### src/rtl/fetch_branch_unit_pkg.sv
// Shared encodings for the fetch/branch stage: condition codes, flag groups,
// instruction field positions and flag bit indices.
package fetch_branch_unit_pkg;

    localparam logic [2:0] TF_Z      = 3'b000;
    localparam logic [2:0] TF_N      = 3'b001;
    localparam logic [2:0] TF_C      = 3'b010;
    localparam logic [2:0] TF_ALWAYS = 3'b011;
    localparam logic [2:0] TF_O      = 3'b100;
    localparam logic [2:0] TF_NZ     = 3'b101;
    localparam logic [2:0] TF_NN     = 3'b110;
    localparam logic [2:0] TF_NEVER  = 3'b111;

    localparam logic [2:0] RF_NONE = 3'b000;
    localparam logic [2:0] RF_ZN   = 3'b001;
    localparam logic [2:0] RF_ZNCO = 3'b010;
    localparam logic [2:0] RF_ZNC  = 3'b011;
    localparam logic [2:0] RF_ZNO  = 3'b100;

    localparam int TYPE_MSB = 31;
    localparam int TYPE_LSB = 29;
    localparam int OP_MSB   = 28;
    localparam int OP_LSB   = 24;

    localparam int FLAG_O = 3;
    localparam int FLAG_C = 2;
    localparam int FLAG_N = 1;
    localparam int FLAG_Z = 0;

    localparam logic [2:0] TYPE_JMP = 3'b000;
    localparam logic [2:0] TYPE_JR  = 3'b110;

    // Which FLAGS bits a flag-group code writes; reserved codes write nothing.
    function automatic logic [3:0] rf_mask(input logic [2:0] w_rf);
        logic [3:0] m;
        m = 4'b0000;
        case (w_rf)
            RF_ZN:   m = (4'b1 << FLAG_Z) | (4'b1 << FLAG_N);
            RF_ZNCO: m = 4'b1111;
            RF_ZNC:  m = (4'b1 << FLAG_Z) | (4'b1 << FLAG_N) | (4'b1 << FLAG_C);
            RF_ZNO:  m = (4'b1 << FLAG_Z) | (4'b1 << FLAG_N) | (4'b1 << FLAG_O);
            default: m = 4'b0000;
        endcase
        return m;
    endfunction

endpackage

### src/rtl/fetch_branch_unit_cond_eval.sv
// Branch condition evaluator: combinational decode of OP_TF against registered flags.
module cond_eval
    import fetch_branch_unit_pkg::*;
(
    input  logic [3:0] flags_i,
    input  logic [2:0] op_tf_i,
    output logic       cond_o
);

    always_comb begin
        cond_o = 1'b0;
        case (op_tf_i)
            TF_Z:      cond_o = flags_i[FLAG_Z];
            TF_N:      cond_o = flags_i[FLAG_N];
            TF_C:      cond_o = flags_i[FLAG_C];
            TF_ALWAYS: cond_o = 1'b1;
            TF_O:      cond_o = flags_i[FLAG_O];
            TF_NZ:     cond_o = ~flags_i[FLAG_Z];
            TF_NN:     cond_o = ~flags_i[FLAG_N];
            TF_NEVER:  cond_o = 1'b0;
            default:   cond_o = 1'b0;
        endcase
    end

endmodule

### src/rtl/fetch_branch_unit.sv
// Fetch/program-flow stage: PC, IR, FLAGS and LINK registers; one redirect per
// instruction, with type/op bypassed from IM_DATA during the fetch cycle.
module fetch_branch_unit
    import fetch_branch_unit_pkg::*;
#(
    parameter int ADDR_W  = 16,
    parameter int INSTR_W = 32
) (
    input  logic               clk_i,
    input  logic               reset_i,
    input  logic [INSTR_W-1:0] im_data_i,
    input  logic               w_pc_i,
    input  logic [2:0]         op_tf_i,
    input  logic [2:0]         w_rf_i,
    input  logic [3:0]         alu_flags_i,
    input  logic [ADDR_W-1:0]  target_rb_i,
    output logic [ADDR_W-1:0]  pc_o,
    output logic [INSTR_W-1:0] ir_o,
    output logic [2:0]         type_o,
    output logic [4:0]         op_o,
    output logic [3:0]         flags_o,
    output logic [ADDR_W-1:0]  link_o,
    output logic               taken_o
);

    logic [ADDR_W-1:0]  pc_q, pc_d, link_q, link_d, target;
    logic [INSTR_W-1:0] ir_q, ir_d;
    logic [3:0]         flags_q, flags_d, wr_mask;
    logic               taken_q, done_q, done_d;
    logic               cond, tgt_vld, redirect;

    cond_eval u_cond_eval (
        .flags_i (flags_q),
        .op_tf_i (op_tf_i),
        .cond_o  (cond)
    );

    always_comb begin
        target  = '0;
        tgt_vld = 1'b0;
        case (ir_q[TYPE_MSB:TYPE_LSB])
            TYPE_JMP: begin target = ir_q[ADDR_W-1:0]; tgt_vld = 1'b1; end
            TYPE_JR:  begin target = target_rb_i;      tgt_vld = 1'b1; end
            default:  ;
        endcase
    end

    // OP_TF is held for two edges; done_q suppresses the second redirect.
    assign redirect = (op_tf_i != TF_NEVER) && cond && !done_q && tgt_vld;
    assign wr_mask  = rf_mask(w_rf_i);

    always_comb begin
        pc_d    = pc_q;
        ir_d    = ir_q;
        link_d  = link_q;
        done_d  = done_q;
        flags_d = (flags_q & ~wr_mask) | (alu_flags_i & wr_mask);
        if (w_pc_i) begin
            ir_d   = im_data_i;
            pc_d   = pc_q + {{(ADDR_W-1){1'b0}}, 1'b1};
            done_d = 1'b0;
        end
        if (redirect) begin
            pc_d   = target;
            link_d = pc_q;
            if (!w_pc_i) done_d = 1'b1;
        end
    end

    always_ff @(posedge clk_i) begin
        if (reset_i) begin
            pc_q    <= '0;
            ir_q    <= '0;
            flags_q <= '0;
            link_q  <= '0;
            taken_q <= 1'b0;
            done_q  <= 1'b0;
        end else begin
            pc_q    <= pc_d;
            ir_q    <= ir_d;
            flags_q <= flags_d;
            link_q  <= link_d;
            taken_q <= redirect;
            done_q  <= done_d;
        end
    end

    assign pc_o    = pc_q;
    assign ir_o    = ir_q;
    assign flags_o = flags_q;
    assign link_o  = link_q;
    assign taken_o = taken_q;
    assign type_o  = w_pc_i ? im_data_i[TYPE_MSB:TYPE_LSB] : ir_q[TYPE_MSB:TYPE_LSB];
    assign op_o    = w_pc_i ? im_data_i[OP_MSB:OP_LSB]     : ir_q[OP_MSB:OP_LSB];

endmodule

### config.mk
export PLATFORM = sky130hd
export DESIGN_NAME = fetch_branch_unit
export DESIGN_NICKNAME = d
export VERILOG_FILES = /design/src/rtl/fetch_branch_unit_pkg.sv /design/src/rtl/fetch_branch_unit_cond_eval.sv /design/src/rtl/fetch_branch_unit.sv
export SDC_FILE = /design/constraint.sdc
export NUM_CORES = 1
export LEC_CHECK = 0
export CAP_MARGIN = 20
export CORE_UTILIZATION = 43
export DETAILED_ROUTE_END_ITERATION = 10
export PLACE_DENSITY_LB_ADDON = 0.15
export SLEW_MARGIN = 5
export SYNTH_ARGS = -nofsm -noshare
export SYNTH_HDL_FRONTEND = slang
export SYNTH_SLANG_ARGS = --single-unit
### constraint.sdc
create_clock -name clk_i -period 2.05 [get_ports clk_i]
set_input_delay 0.41 -clock clk_i [delete_from_list [all_inputs] [get_ports clk_i]]
set_output_delay 0.41 -clock clk_i [all_outputs]
set_load 0.1 [all_outputs]
* Word-level counts from Yosys, hierarchy flattened
Cells that the tools add are included.
** Storage, ports and cells
- Register bits after elaboration :: 70
- Input bits :: 61
- Logic and storage cells :: 45
** Cells by class
- Add/sub/neg operators :: 1
- Equal/unequal tests :: 13
- Muxes and demuxes :: 11
- Bitwise logic cells :: 6
- Reduce and logical (&&, ||, !) cells :: 8
** Operator list (number)
- 16-bit 2-to-1 mux :: 2
- 16-bit case mux with 2 select lines :: 1
- 3-bit equality test (second input constant) :: 6
- 16-bit by 1-bit adder with 16-bit output (second input constant) :: 1
- 4-bit case mux with 4 select lines :: 1
- 3-bit by 2-bit equality test with 1-bit output (second input constant) :: 4
- 4-bit AND :: 2
- 1-bit case mux with 8 select lines :: 1
- 3-bit by 1-bit equality test with 1-bit output (second input constant) :: 2
- 3-bit logical NOT :: 2
- 5-bit 2-to-1 mux :: 1
- 1-bit 2-to-1 mux :: 4
- 4-bit inverter :: 1
- 4-bit bitwise OR :: 1
- 1-bit logical AND :: 3
- 3-bit 2-to-1 mux :: 1
- 3-bit != test (second input constant) :: 1
- 1-bit inverter :: 2
- 2-bit nonzero test :: 1
- 2-bit OR reduction :: 1
- 1-bit logical NOT :: 1

* Longest topological paths before layout
Gate-level depths: netlist of the first run.
- Depth in word-level cells :: 6
- Mapped depth :: 7

* Modules after synthesis
Synthesis of the first run repeated with hierarchy kept, for this count alone.
** Second synthesis, totals
- Cell total of the unflattened synthesis :: 346
- Area total of the unflattened synthesis :: 3154.3 sq um
** Modules (own cells, without submodules)
- fetch_branch_unit :: times used 1, cells each 338, area an instance 3096.7 sq um
- cond_eval :: times used 1, cells each 8, area an instance 57.6 sq um

* Worst setup path after synthesis of the first run
OpenSTA, ideal clock, no wires.
- Path kind :: flip-flop to flip-flop
- Start point :: reg ir_q[30] (netlist: ir_o[30])
- End point :: reg pc_q[0] (netlist: pc_o[0])
- Setup time :: 0.123 ns
- Arrival :: 2.177 ns
- Path slack :: -0.250 ns
- Stages on the path, launching flop included :: 7
- Path buffers :: 2
- Clock period less this slack :: 2.300 ns
- Cell sequence :: dfxtp_1 -> and2_1 -> clkbuf_1 -> o21a_1 -> o211a_1 -> buf_4 -> mux2_1
** On the way
- Word-level cells in the longest chain between the ends :: 5
- Elaborated cells on any way between the ends :: 8
- Classes of those cells :: eq/ne (1); mux (3); reduce/logical (4)
** Ends and longest elaborated chain
- start, declared :: line fetch_branch_unit.sv:27 : logic [INSTR_W-1:0] ir_q, ir_d;
- start signal, assigned :: line fetch_branch_unit.sv:80 : ir_q <= ir_d;
- 3-bit equality test / 3-bit logical NOT (equally long branches) :: line fetch_branch_unit.sv:41 : case (ir_q[TYPE_MSB:TYPE_LSB])
- 2-bit OR reduction (no line)
- 1-bit 2-to-1 mux :: line fetch_branch_unit.sv:41
- 1-bit logical AND :: line fetch_branch_unit.sv:49 : assign redirect = (op_tf_i != TF_NEVER) && cond && !done_q && tgt_vld;
- 16-bit 2-to-1 mux / 2-bit nonzero test (equally long branches)
- end signal, assigned :: line fetch_branch_unit.sv:79 : pc_q <= pc_d;
- end, declared :: line fetch_branch_unit.sv:26 : logic [ADDR_W-1:0] pc_q, pc_d, link_q, link_d, target;
Parallel ways exist; a longest one is shown, timed or not.
A chain may end at the register's enable or synchronous reset.

* Final worst setup path of the first run
- Start point :: in op_tf_i[1]
- End point :: reg pc_q[5] (netlist: pc_o[5])
** On the way
- Word-level cells in the longest chain between the ends :: 6
- Elaborated cells on any way between the ends :: 15
- Classes of those cells :: eq/ne (8); mux (2); reduce/logical (5)
** Ends and longest elaborated chain
- start, declared :: line fetch_branch_unit.sv:13 : input logic [2:0] op_tf_i,
- 3-bit equality test, or another cell as far along :: line fetch_branch_unit_cond_eval.sv:12 : case (op_tf_i)
- 1-bit case mux with 8 select lines :: line fetch_branch_unit_cond_eval.sv:12
- 1-bit logical AND * (3 in a row) :: line fetch_branch_unit.sv:49
- 16-bit 2-to-1 mux / 2-bit nonzero test (equally long branches)
Mark *: on every way between the ends. The rest lies on a longest branch, timed or not.

==> impl_metrics.env, run 1 <==
export IMPL_track_usage=0.2093
export IMPL_critPathMaxStageDelay_ns=0.48
export IMPL_cts_resized=0
export IMPL_p_leak_nw=2.082
export IMPL_crit_family="buffers and inverters"
export IMPL_drc=0
export IMPL_grt_pass1_vias=2675
export IMPL_pwr_share_comb=0.338
export IMPL_cap_violations=0
export IMPL_ios=138
export IMPL_dr_pass1_iters=4
export IMPL_mappedNetlistArea_mm2=0.003292
export IMPL_worst_path_buf_inv=2
export IMPL_final_cell_area_mm2=0.004883
export IMPL_synth_top_area_cell="dfxtp_1"
export IMPL_wl_per_cell_um=14.36
export IMPL_dr_total_vias=2908
export IMPL_grt_start_max_net_pins=49
export IMPL_worst_path_stages=6
export IMPL_path_class="in2reg"
export IMPL_post_drt_via_cell_ratio=4.997
export IMPL_mostFrequentLayoutCells="buf_4, clkdlybuf4s50_1, mux2i_1, dfxtp_1, nand2_1"
export IMPL_gp_congestion=0.8112
export IMPL_p_per_area_mw_per_mm2=824.2
export IMPL_crit_chain="clkdlybuf4s50_1 > and2_1 > o311ai_1 > o211a_1 > buf_12 > mux2i_1"
export IMPL_finalCritPeriodShare=0.9298
export IMPL_setup_tns_ns=0
export IMPL_numCtsBuffers=9
export IMPL_hold_path_cell_count=3
export IMPL_dp_hpwl_um=6278
export IMPL_path_clk_slew_ns=0.07
export IMPL_hp_class="in2reg"
export IMPL_swShare=0.3784
export IMPL_vdd_drop_max_mv=0.4295
export IMPL_core_mm2=0.007331
export IMPL_syn_instance_count=340
export IMPL_cts_htree_levels=3
export IMPL_critPathArrivalTime_ns=2.16
export IMPL_antenna_found_initial=0
export IMPL_yosysWarnings=0
export IMPL_cp_max_fo=22
export IMPL_tritoncts="built"
export IMPL_hp_start="reset_i"
export IMPL_synth_main_ff_cell="dfxtp_1"
export IMPL_fin_crit_ns=1.906
export IMPL_synth_seq_cells=70
export IMPL_dp_slack_ns=-0.1893
export IMPL_crit_path_start_kind="input pin"
export IMPL_grt_overflow=0
export IMPL_die_h_um=89.50
export IMPL_wirelength_um=8358
export IMPL_syn_area_per_cell_um2=9.682
export IMPL_cts_buffer_depth=2
export IMPL_postCtsSetupRepairBufs=0
export IMPL_cp_slowest_cell="clkdlybuf4s50_1"
export IMPL_synthArstFlopShare=0
export IMPL_dp_cells=566
export IMPL_fin_util=0.6662
export IMPL_p_int_mw=2.502
export IMPL_n_fill_cell=643
export IMPL_antenna_left=0
export IMPL_hold_buffers=0
export IMPL_pwr_share_seq=0.380
export IMPL_areaGrowthSynthToFinish_pct=48.35
export IMPL_required_ns=2.31
export IMPL_drive_gt1_frac=0.2981
export IMPL_rsz0062_at_grt="false"
export IMPL_synth_area_leaders="dfxtp_1, mux2i_1, nand2_1"
export IMPL_worst_slew_pin_slew_ns=0.4289
export IMPL_startpoint="op_tf_i[1]"
export IMPL_yosysTopAreaCellShare=0.4257
export IMPL_initial_core_util=0.4491
export IMPL_hold_viol=0
export IMPL_end_kind="flip-flop"
export IMPL_power_mw=4.025
export IMPL_timing_fmax_mhz=524.7
export IMPL_synth_edf_count=0
export IMPL_skew_ns=0.007270
export IMPL_num_rows=31
export IMPL_syn_nets=402
export IMPL_nNetsFinal=540
export IMPL_ctsRootBufferMaster="clkbuf_8"
export IMPL_switching_power_mw=1.523
export IMPL_clock_latency_ns=0.33
export IMPL_status="finished clean"
export IMPL_layout_commonest_cell="buf_4"
export IMPL_worst_hold_slack_ns=0.4420
export IMPL_maxSlewViolCount=0
export IMPL_fin_cells=582
export IMPL_finalSetupViolCount=0
export IMPL_antennaDiodeCount=0
export IMPL_die_w_um=89.50
export IMPL_ys_types=42
export IMPL_placed_area_mm2=0.004682
export IMPL_power_share_clock=0.281
export IMPL_cts_sinks=70
export IMPL_io_buffers=137
export IMPL_grt_first_pass_wirelength_um=12730
export IMPL_drtIter0Drc=83
export IMPL_seq_area_frac_synth=0.4257
export IMPL_slew_headroom=0.7122
export IMPL_setup_slack_ns=0.1440
export IMPL_dieArea_mm2=0.008009
export IMPL_reg2reg_depth=5
## power groups by stage
| stage | Combinational (mW) | Sequential [mW] | Clock [mW] |
|---|---|---|---|
| global route | 1.42 | 1.54 | 1.21 |
| global placement | 1.35 | 1.56 | 0 |
| CTS | 1.37 | 1.53 | 1.16 |
| detailed placement | 1.37 | 1.56 | 0 |
| finish | 1.36 | 1.53 | 1.13 |
| floorplan | 0.432 | 2.12 | 0 |
## logic make-up (layout without fill, tap and decap cells)
kind of cell	count (synthesis)	after routing	synth area share
and+or+nand+nor	129	129	0.1927
DFF	70	70	0.4257
muxes	63	63	0.1954
AOI/OAI and AO/OA	40	40	0.1087
buffers and inverters	25	168	0.04181
xor gates and xnor gates	12	12	0.03193
adders and majority gates	1	1	0.003800
## metal layers
layer | global-route usage | routed length (um)
met2 | 0.3456 | 3968
met1 | 0.2654 | 3833
met4 | 0.08081 | 132
met5 | 0 | 0
met3 | 0.04801 | 423
## worst register-to-register path, cell delays in order, from the launching register on
cell and delay, ns:
dfxtp_1 0.36, or3b_1 0.41, o311ai_1 0.14, o211a_1 0.29
buf_12 0.20, mux2i_1 0.23
## final cells by class
cell class / instances / area, um^2 / share of cell area
clock buffer: 13 / 158.9 / 0.03254
clock inverter: 3 / 42.54 / 0.008711
inverter: 3 / 11.26 / 0.002306
multi-input combinational: 245 / 1753 / 0.3590
sequential: 70 / 1423 / 0.2913
tap: 99 / 123.9 / 0.02537
timing repair buffer: 149 / 1371 / 0.2808
## Yosys cell counts, types with 4 or more instances
| library cell | n |
|---|---|
| a221oi_2 | 6 |
| and2_1 | 10 |
| nand2_1 | 51 |
| nor3_1 | 11 |
| mux2_2 | 9 |
| nor2_1 | 36 |
| a22o_1 | 15 |
| o21a_1 | 4 |
| buf_2 | 5 |
| nor4_1 | 6 |
| o21ai_0 | 4 |
| clkbuf_1 | 10 |
| mux2i_1 | 53 |
| dfxtp_1 | 70 |
| xnor2_1 | 12 |
## sequential cells by signal, indices dropped and copies added, names as in the netlist, named ones only
register and count:
link_o 16, ir_o 32, taken_o 1, done_q 1, pc_o 16
## final timing paths
kind | end | slack [ns]
worst max-delay path | pc_o[5] | 0.14
worst min-delay path | pc_o[0] | 0.44
worst max register to register | pc_o[5] | 0.35
worst min register to register | link_o[13] | 0.46
(Power assumes the default switching activity.)
==> run 2: changes to the inputs <==
--- a/config.mk
+++ b/config.mk
@@ -6,10 +6,11 @@
 export NUM_CORES = 1
 export LEC_CHECK = 0
 export CAP_MARGIN = 20
-export CORE_UTILIZATION = 43
+export CORE_UTILIZATION = 42
 export DETAILED_ROUTE_END_ITERATION = 10
 export PLACE_DENSITY_LB_ADDON = 0.15
 export SLEW_MARGIN = 5
 export SYNTH_ARGS = -nofsm -noshare
 export SYNTH_HDL_FRONTEND = slang
+export SYNTH_HIERARCHICAL = 1
 export SYNTH_SLANG_ARGS = --single-unit
==> run 2 against run 1 <==
Net effect: final cell count rose by 1.7%; count of clock-buffer cells in the layout decreased by 1; design area is 0.41% higher.
==> impl_metrics.env, run 2 <==
export IMPL_nNetsFinal=550
export IMPL_mostFrequentLayoutCells="buf_4, clkdlybuf4s50_1, dfxtp_1"
export IMPL_worst_slew_pin_slew_ns=0.4549
export IMPL_dr_pass1_iters=4
export IMPL_crit_path_start_kind="input pin"
export IMPL_cp_max_fo=15
export IMPL_grt_start_max_net_pins=43
export IMPL_wirelength_um=8856
export IMPL_synthArstFlopShare=0
export IMPL_fin_cells=592
export IMPL_pwr_share_seq=0.362
export IMPL_antenna_found_initial=0
export IMPL_finalSetupViolCount=0
export IMPL_n_fill_cell=585
export IMPL_fin_crit_ns=1.914
export IMPL_hold_buffers=0
export IMPL_crit_chain="clkdlybuf4s50_1 > buf_4 > a2111oi_2 > a211oi_2 > buf_4 > o2111a_2 > buf_12 > o32ai_1"
export IMPL_p_per_area_mw_per_mm2=852.6
export IMPL_antenna_left=0
export IMPL_synth_main_ff_cell="dfxtp_1"
export IMPL_pwr_share_comb=0.319
export IMPL_layout_commonest_cell="buf_4"
export IMPL_synth_top_area_cell="dfxtp_1"
export IMPL_synth_area_leaders="dfxtp_1, mux2i_1, nor2_1"
export IMPL_numCtsBuffers=9
export IMPL_reg2reg_depth=7
export IMPL_dp_cells=575
export IMPL_synth_edf_count=0
export IMPL_critPathArrivalTime_ns=2.16
export IMPL_cts_buffer_depth=2
export IMPL_cts_sinks=70
export IMPL_required_ns=2.30
export IMPL_seq_area_frac_synth=0.4443
export IMPL_worst_path_buf_inv=4
export IMPL_final_seq_area_mm2=0.001428
export IMPL_drive_gt1_frac=0.3185
export IMPL_ys_types=47
export IMPL_core_mm2=0.007253
export IMPL_dr_total_vias=3021
export IMPL_hp_class="in2reg"
export IMPL_wl_per_cell_um=14.96
export IMPL_skew_ns=0.008133
export IMPL_die_h_um=88.66
export IMPL_drtIter0Drc=110
export IMPL_ios=138
export IMPL_timing_fmax_mhz=522.4
export IMPL_status="finished clean"
export IMPL_yosysTopAreaCellShare=0.4443
export IMPL_netlist_top_cells_count="dfxtp_1, nor2_1, nand2_1, mux2i_1, a21oi_1"
export IMPL_mappedNetlistArea_mm2=0.003154
export IMPL_grt_overflow=0
export IMPL_ctsRootBufferMaster="clkbuf_8"
export IMPL_drc=0
export IMPL_syn_area_per_cell_um2=9.116
export IMPL_maxSlewViolCount=0
export IMPL_io_buffers=137
export IMPL_end_kind="flip-flop"
export IMPL_slew_headroom=0.6964
export IMPL_power_share_clock=0.319
export IMPL_areaGrowthSynthToFinish_pct=55.45
export IMPL_synth_seq_cells=70
export IMPL_switching_power_mw=1.522
export IMPL_crit_top_cell="buf_4"
export IMPL_hold_viol=0
export IMPL_worst_path_stages=8
export IMPL_cp_slowest_cell="clkdlybuf4s50_1"
export IMPL_largest_reg_flops=32
export IMPL_finalCritPeriodShare=0.9337
export IMPL_path_clk_slew_ns=0.07
export IMPL_num_rows=31
export IMPL_hp_start="reset_i"
export IMPL_critPathMaxStageDelay_ns=0.46
export IMPL_path_class="in2reg"
export IMPL_swShare=0.3640
export IMPL_hold_path_cell_count=2
export IMPL_initial_core_util=0.4349
export IMPL_die_w_um=88.66
export IMPL_clock_latency_ns=0.35
export IMPL_p_int_mw=2.659
export IMPL_rrSetupSlack_ns=0.21
export IMPL_syn_nets=408
export IMPL_reg2reg_to="pc_o[5]"
export IMPL_tritoncts="built"
export IMPL_antennaDiodeCount=0
export IMPL_synth_most_common_cell="dfxtp_1"
export IMPL_grt_first_pass_wirelength_um=14060
export IMPL_rsz0062_at_grt="false"
export IMPL_multi_input_area_mm2=0.001640
export IMPL_track_usage=0.2393
export IMPL_p_leak_nw=2.012
export IMPL_crit_family="buffers and inverters"
export IMPL_fin_util=0.6760
export IMPL_post_drt_via_cell_ratio=5.103
export IMPL_hold_path_end="link_o[5]"
export IMPL_vdd_drop_max_mv=0.5976
export IMPL_gp_congestion=0.8275
export IMPL_dieArea_mm2=0.007861
export IMPL_syn_instance_count=346
export IMPL_cts_htree_levels=3
export IMPL_dp_hpwl_um=6627
export IMPL_cap_violations=0
export IMPL_yosysWarnings=6
export IMPL_grt_pass1_vias=2953
run 2: cell types whose count changed after synthesis, moves of 12 or more:
cell / delta
a22oi_1: +14
a22o_1: -15
nor2b_1: +12
a21oi_1: +23
nor2_1: +13
mux2i_1: -25
run 2: how the worst max path moves through the flow:
stage | from | to
finish | op_tf_i[2] | pc_o[5]
global route | op_tf_i[2] | pc_o[9]
CTS | op_tf_i[0] | pc_o[5]
detailed placement | op_tf_i[0] | pc_o[8]
global placement | op_tf_i[0] | pc_o[5]
floorplan | pc_o[11] | pc_o[15]
run 2: cell families after synthesis:
family / share of synthesized area
multiplexers: 0.1174
XOR/XNOR: 0.03887
flip-flops: 0.4443
AND/OR/NAND/NOR: 0.2090
adder cells (fa/ha/maj): 0.003966
buffers and inverters: 0.04086
AO/OA/AOI/OAI: 0.1456
run 2: power groups by stage:
stage | Combinational [mW] | Clock [mW] | Sequential (mW)
final | 1.33 | 1.33 | 1.52
after CTS | 1.34 | 1.36 | 1.52
after global routing | 1.40 | 1.42 | 1.53
after detailed placement | 1.33 | 0 | 1.55
after global placement | 1.32 | 0 | 1.54
after floorplan | 0.393 | 0 | 2.06
run 2: cell type report:
class | count | area share
Sequential cell | 70 | 0.2911
Clock buffer | 12 | 0.03394
Clock inverter | 4 | 0.01557
Tap cell | 99 | 0.02526
Timing Repair Buffer | 154 | 0.2980
Multi-Input combinational cell | 251 | 0.3345
Inverter | 2 | 0.001531
run 2: per-stage QoR:
| stage | TNS [ns] | hold slack (ns) | worst slack [ns] | area [um^2] | power [mW] |
|---|---|---|---|---|---|
| 5_1_grt | 0 | 0.3760 | 0.03009 | 4903 | 4.348 |
| 3_3_place_gp | -8.539 | 0.4448 | -0.3205 | 4639 | 2.860 |
| 2_1_floorplan | 0 | 0.4792 | 0.01127 | 3186 | 2.454 |
| 6_report | 0 | 0.3853 | 0.1359 | 4903 | 4.180 |
| 4_1_cts | 0 | 0.3686 | 0.02337 | 4901 | 4.214 |
| 3_5_place_dp | -11.30 | 0.4490 | -0.4268 | 4639 | 2.877 |
run 2: what timing repair did:
action	4_1_cts	5_1_grt
resized for setup	2	1
endpoints found under the setup margin	19	32
setup buffers	1	0
pin swaps	1	0
run 2: per-layer routing:
layer | part of all wire | track usage | wire length, um
met1 | 0.39 | 0.2620 | 3443
met2 | 0.53 | 0.4273 | 4700
met3 | 0.059 | 0.06623 | 521
met4 | 0.021 | 0.1129 | 190
met5 | 0 | 0 | 0
run 2: worst register-to-register path, stage by stage (launching register included):
cell	delay (ns)
dfxtp_4	0.36
nor2b_1	0.14
a2111oi_2	0.40
a211oi_2	0.06
buf_4	0.17
o2111a_2	0.22
buf_12	0.17
o32ai_1	0.24
